===== config.mk =====
export PLATFORM = sky130hd
export DESIGN_NAME = mem_addr_seq
export DESIGN_NICKNAME = d
export VERILOG_FILES = /design/src/rtl/mem_addr_seq_pkg.sv /design/src/rtl/mem_addr_seq_wait_cnt.sv /design/src/rtl/mem_addr_seq.sv
export SDC_FILE = /design/constraint.sdc
export NUM_CORES = 1
export LEC_CHECK = 0
export ABC_CLOCK_PERIOD_IN_PS = 2500
export BUFFER_PORTS_ARGS = -buffer_cell sky130_fd_sc_hd__buf_2
export CAP_MARGIN = 15
export CORE_MARGIN = 2
export CORE_UTILIZATION = 23
export CTS_BUF_LIST = sky130_fd_sc_hd__clkbuf_16
export DETAILED_ROUTE_END_ITERATION = 7
export PLACE_DENSITY = 0.46
export SLEW_MARGIN = 20
export SYNTH_ARGS = -nofsm -noshare
export SYNTH_HDL_FRONTEND = slang
export SYNTH_SLANG_ARGS = --single-unit

===== constraint.sdc =====
create_clock -name clk -period 2.5 [get_ports clk]
set_clock_uncertainty 0.2 [all_clocks]
set_input_delay 0.125 -clock clk [delete_from_list [all_inputs] [get_ports clk]]
set_output_delay 0.125 -clock clk [all_outputs]
set_load 0.01 [all_outputs]

===== src/rtl/mem_addr_seq_pkg.sv =====
// Shared types and default constants for the memory address sequencer.
package mem_addr_seq_pkg;

  typedef enum logic [1:0] {IDLE, ISSUE, DONE} state_e;

  localparam int VEC_BASE_DEF = 253;
  localparam int MEM_TOP_DEF  = 255;

endpackage


===== src/rtl/mem_addr_seq_wait_cnt.sv =====
// Per-beat hold counter. tick is registered and is high on the last cycle of a beat.
module mem_addr_seq_wait_cnt #(
  parameter int WAIT_CYCLES = 1
) (
  input  logic clk,
  input  logic reset_n,
  input  logic clear,
  input  logic enable,
  output logic tick
);

  localparam int CW = (WAIT_CYCLES > 0) ? $clog2(WAIT_CYCLES + 1) : 1;
  localparam logic [CW-1:0] LAST = CW'(WAIT_CYCLES);

  logic [CW-1:0] cnt_q, cnt_d;
  logic          tick_q;

  // enable&clear starts a beat at count 0; enable alone advances; !enable parks at 0.
  always_comb begin
    cnt_d = '0;
    if (enable && !clear) cnt_d = cnt_q + CW'(1);
  end

  always_ff @(posedge clk or negedge reset_n) begin
    if (!reset_n) begin
      cnt_q  <= '0;
      tick_q <= 1'b0;
    end else begin
      cnt_q  <= cnt_d;
      tick_q <= enable && (cnt_d == LAST);
    end
  end

  assign tick = tick_q;

endmodule


===== src/rtl/mem_addr_seq.sv =====
// Burst address sequencer: picks a register or vector base and walks consecutive addresses.
// Optional request bound check enabled by defining MEM_ADDR_SEQ_BOUND_CHECK_EN.
module mem_addr_seq
  import mem_addr_seq_pkg::*;
#(
  parameter int DATA_W      = 32,
  parameter int N_SRC       = 4,
  parameter int VEC_BASE    = VEC_BASE_DEF,
  parameter int WAIT_CYCLES = 1,
  parameter int MAX_BURST   = 4,
  parameter int MEM_TOP     = MEM_TOP_DEF
) (
  input  logic                           clk,
  input  logic                           reset_n,
  input  logic [N_SRC*DATA_W-1:0]        src_addr,
  input  logic [$clog2(N_SRC+1)-1:0]     sel,
  input  logic [$clog2(MAX_BURST+1)-1:0] burst_len,
  input  logic                           wr_in,
  input  logic                           req,
  input  logic                           abort,
  output logic                           ready,
  output logic                           busy,
  output logic [DATA_W-1:0]              mem_addr,
  output logic                           mem_wr,
  output logic                           beat_valid,
  output logic                           done,
  output logic                           err
);

  localparam int SEL_W = $clog2(N_SRC + 1);
  localparam int LEN_W = $clog2(MAX_BURST + 1);

  state_e            state_q;
  logic [DATA_W-1:0] base_q, mem_addr_q, sel_base;
  logic [LEN_W-1:0]  len_q, beat_q, len_sel, beat_nxt;
  logic              wr_q, mem_wr_q, done_q, err_q, busy_q;
  logic              tick, last_beat, bound_fail, accept, issue_go, wc_en, wc_clr;

  always_comb begin
    sel_base = DATA_W'(VEC_BASE);
    for (int i = 0; i < N_SRC; i++)
      if (sel == SEL_W'(i)) sel_base = src_addr[i*DATA_W +: DATA_W];
  end

  always_comb begin
    if (burst_len == '0)                     len_sel = LEN_W'(1);
    else if (burst_len > LEN_W'(MAX_BURST))  len_sel = LEN_W'(MAX_BURST);
    else                                     len_sel = burst_len;
  end

`ifdef MEM_ADDR_SEQ_BOUND_CHECK_EN
  // One extra bit so a burst that wraps past 2^DATA_W reads as out of range.
  logic [DATA_W:0] last_addr;
  assign last_addr  = {1'b0, sel_base} + (DATA_W+1)'(len_sel) - (DATA_W+1)'(1);
  assign bound_fail = last_addr > (DATA_W+1)'(MEM_TOP);
`else
  assign bound_fail = 1'b0;
`endif

  assign accept    = (state_q == IDLE) && req && !abort && !bound_fail;
  assign issue_go  = (state_q == ISSUE) && !abort;
  assign last_beat = beat_q == (len_q - LEN_W'(1));
  assign beat_nxt  = beat_q + LEN_W'(1);
  assign wc_en     = accept || (issue_go && !(tick && last_beat));
  assign wc_clr    = accept || (issue_go && tick && !last_beat);

  mem_addr_seq_wait_cnt #(.WAIT_CYCLES(WAIT_CYCLES)) u_wait (
    .clk     (clk),
    .reset_n (reset_n),
    .clear   (wc_clr),
    .enable  (wc_en),
    .tick    (tick)
  );

  always_ff @(posedge clk or negedge reset_n) begin
    if (!reset_n) begin
      state_q    <= IDLE;
      base_q     <= '0;
      len_q      <= '0;
      beat_q     <= '0;
      wr_q       <= 1'b0;
      mem_addr_q <= '0;
      mem_wr_q   <= 1'b0;
      done_q     <= 1'b0;
      err_q      <= 1'b0;
      busy_q     <= 1'b0;
    end else begin
      done_q <= 1'b0;
      err_q  <= 1'b0;
      if (abort) begin
        state_q  <= IDLE;
        mem_wr_q <= 1'b0;
        busy_q   <= 1'b0;
      end else begin
        case (state_q)
          IDLE: if (req) begin
            if (bound_fail) begin
              err_q <= 1'b1;
            end else begin
              base_q     <= sel_base;
              len_q      <= len_sel;
              wr_q       <= wr_in;
              beat_q     <= '0;
              mem_addr_q <= sel_base;
              mem_wr_q   <= wr_in;
              busy_q     <= 1'b1;
              state_q    <= ISSUE;
            end
          end
          ISSUE: if (tick) begin
            if (last_beat) begin
              state_q  <= DONE;
              done_q   <= 1'b1;
              mem_wr_q <= 1'b0;
              busy_q   <= 1'b0;
            end else begin
              beat_q     <= beat_nxt;
              mem_addr_q <= base_q + DATA_W'(beat_nxt);
              mem_wr_q   <= wr_q;
            end
          end
          DONE:    state_q <= IDLE;
          default: state_q <= IDLE;
        endcase
      end
    end
  end

  assign ready      = (state_q == IDLE);
  assign busy       = busy_q;
  assign mem_addr   = mem_addr_q;
  assign mem_wr     = mem_wr_q;
  assign beat_valid = tick;
  assign done       = done_q;
  assign err        = err_q;

endmodule


==> results_dict.tcl <==
set metrics [dict create \
    status "finished with violations" \
    violations "negative setup slack" \
    timing_worst_setup_path_type "reg -> reg" \
    tritoncts "built" \
    antenna_found_initial 0 \
    setup_viol 15 \
    yosysTopAreaCell "dfrtp_1" \
    slowest_delay_ns 0.51 \
    fin_total_pwr_mw 4.584 \
    synth_flop_cell "dfrtp_1" \
    period_share_pct 105.2 \
    dr.pass1.iters 4 \
    internal_power_mw 3.066 \
    wl_per_cell_um 17.40 \
    die_height_um 151.3 \
    grt_pass1_wl_um 27830 \
    synth_area_leaders "dfrtp_1 39%, mux4_2 9.0%, nand2_1 5.6%" \
    power_density_nw_per_um2 643.0 \
    dp_cells 981 \
    synth_nets 666 \
    antenna_cells 0 \
    worst-path-buf-inv 1 \
    fill_cells 2193 \
    seqPwrFrac_pct 38.0 \
    cp_max_fo 4 \
    netlist_instances 521 \
    place_area_sq_um 6455 \
    design.final.nets 882 \
    cpMaxStageDelayCell "or4_4" \
    rsz0062_at_grt "true" \
    cts_root_buf "clkbuf_16" \
    clk_pin_slew_ns 0.06 \
    cap_violations 0 \
    timing.critical_path.required_ns 2.56 \
    syn_to_final_growth_pct 42.91 \
    post-route-drc-count 0 \
    grt_pass1_vias 4929 \
    ys_types 72 \
    max-clock-path-buffers 2 \
    coreArea_sq_um 21150 \
    period_minus_slack_ns 2.630 \
    io_pins 177 \
    fin_ws_ns -0.1305 \
    preCtsSetupSlack_ns -0.3104 \
    start_kind "flop" \
    seq_area_frac_synth_pct 39.13 \
    critPathTopFamily "simple AND/OR/NAND/NOR gates" \
    synth_edf_count 0 \
    cp-end-kind "flop" \
    dieArea_sq_um 22880 \
    worstMarginPinSlew_ns 0.6284 \
    totalWireLength_um 17700 \
    portBuffers 175 \
    ys_warn_count 0 \
    layout-drive-gt1-share_pct 42.45 \
    viasPerCell 4.742 \
    hpwl_um 13970 \
    syn_area_sq_um 4989 \
    vias 4823 \
    drv_slew 0 \
    dieWidth_um 151.3 \
    holdWs_ns 0.01086 \
    htreeDepth 3 \
    clk_latency_ns 0.35 \
    path_cells "ha_4 -> inv_4 -> fa_2 -> and2b_2 -> o211ai_2 -> or4_4 -> xor2_2 -> a221oi_2" \
    num_rows 53 \
    drtIter0Drc 188 \
    hold_viol_final 0 \
    final_cells 1017 \
    place_congestion 0.8505 \
    avgSynthCellArea_sq_um 9.575 \
    clock-sinks 78 \
    cts_made_buffers 9 \
    irDropWorstVdd_mv 0.2969 \
    leakage_nw 3.242 \
    tns_ns -0.9898 \
    netSwitchingPower_mw 1.518 \
    stdcell_area_sq_um 7129 \
    maxSlewHeadroom_pct 58.11 \
    synthDominantCellAreaShare_pct 39.13 \
    grt_max_degree 46 \
    post-route-util_pct 33.70 \
    start_util_pct 23.58 \
    ant_nets 0 \
    sw_frac_of_total_pct 33.11 \
    combPwrFrac_pct 30.9 \
    ys_seq_elements 78 \
    grtUsageTotal_pct 16.09 \
    grt_overflow_total 0 \
    hp-class "in -> reg" \
    pwr-share-clk_pct 31.1 \
    cp_data_arrival_time_ns 2.69 \
    synthArstFlopShare_pct 100.0 \
    max_freq_ghz 0.3802 \
]
sequential cells by signal, summed over array words and instances (netlist names):
| signal | flops |
|---|---|
| state_q | 2 |
| mem_addr | 32 |
| beat_q | 3 |
| busy | 1 |
| mem_wr | 1 |
| len_q | 3 |
| base_q | 32 |
| done | 1 |
| wr_q | 1 |
| u_wait.cnt_q | 1 |
| u_wait.tick | 1 |
worst min-delay path, delay by kind of cell:
family | cells | cell delay, ns
simple gates | 2 | 0.13
mux | 1 | 0.21
buf+inv | 1 | 0.07
cell usage after synthesis, drive strengths merged, types with 2 or more instances:
master	number
a211o	5
a211oi	8
a21o	2
a21oi	16
a221oi	8
a22o	3
a31o	2
a32o	5
and2	6
and3	8
and4	2
buf	25
clkbuf	12
dfrtp	78
ha	5
inv	10
mux2	4
mux2i	6
mux4	20
nand2	74
nand2b	15
nand3	19
nand4	11
nor2	49
nor2b	6
nor3	12
nor3b	2
nor4	5
nor4b	2
o211ai	9
o21a	4
o21ai	29
o221a	3
o22a	4
o22ai	4
o311a	3
o31ai	2
or2	3
or3	2
xnor2	11
xor2	10
placed cells by master, fill, tap and decap left out, drive strengths merged, types with 5 or more instances in the layout:
master and count:
nor2b 6, o21ai 29, nor4 5, xnor2 11, mux4 20, a211o 5, inv 11, a221oi 8
nand2 74, clkbuf 9, dfrtp 78, o211ai 9, nor3 12, buf 231, nand4 11, xor2 10
a21oi 16, a211oi 8, mux2i 6, dlygate4sd3 11, nor2 49, nand2b 15, nand3 19, a32o 5
ha 5, and3 8, and2 6
final cells by class:
type                       instances  area, sq um  share of cell area, %
clock buffer                       9        225.2                  3.159
inverter                          10        40.04                 0.5616
multi-input combinational        396         2973                  41.70
tap                              275        344.1                  4.826
sequential                        78         1952                  27.38
timing repair buffer             242         1505                  21.11
clock inverter                     7        90.09                  1.264
what timing repair did:
action,4_1_cts,5_1_grt
endpoints found under the setup margin,22,25
gates resized for setup,17,24
buffers inserted,2,8
hold buffers,11,0
endpoints found under the hold margin,89,0
pin swaps,9,17
per-layer routing:
metal  up-vias  routed length, um  track usage [%]
met5         -                  0                0
met2       175               7939            25.32
met4         0                231            4.346
li1       2340                  -                -
met1      2292               8509            22.60
met3        16               1018            3.042
cell families after synthesis:
group           after synthesis  synth area share (%)
mux                          30                 11.14
xor+xnor                     22                 4.163
other cells                   1               0.07517
buf+inv                      47                 4.490
simple gates                221                 22.32
compound gates              116                 17.03
flops                        78                 39.13
fa+ha+maj                     6                 1.655
final timing paths:
path	startpoint	to	slack [ns]	cells after the start
setup / recovery	beat_q[0]$_DFFE_PN0P_	mem_addr[20]$_DFFE_PN0P_	-0.13	8
hold / removal	src_addr[113]	base_q[17]$_DFFE_PN0P_	0.01	4
setup reg to reg	beat_q[0]$_DFFE_PN0P_	mem_addr[20]$_DFFE_PN0P_	-0.13	8
hold reg to reg	u_wait.cnt_q$_DFF_PN0_	u_wait.tick$_DFF_PN0_	0.23	1
max in group asynchronous	reset_n	mem_addr[25]$_DFFE_PN0P_	1.39	3
min in group asynchronous	reset_n	mem_addr[5]$_DFFE_PN0P_	0.07	2
power by group through the flow:
stage	Sequential (mW)	Clock (mW)	Combinational (mW)
finish	1.74	1.43	1.42
global route	1.78	1.51	1.57
CTS	1.75	1.46	1.39
detailed placement	1.76	0	1.35
global placement	1.77	0	1.34
floorplan	1.77	0	0.707
No activity file was read; power rests on OpenSTA's default activity.
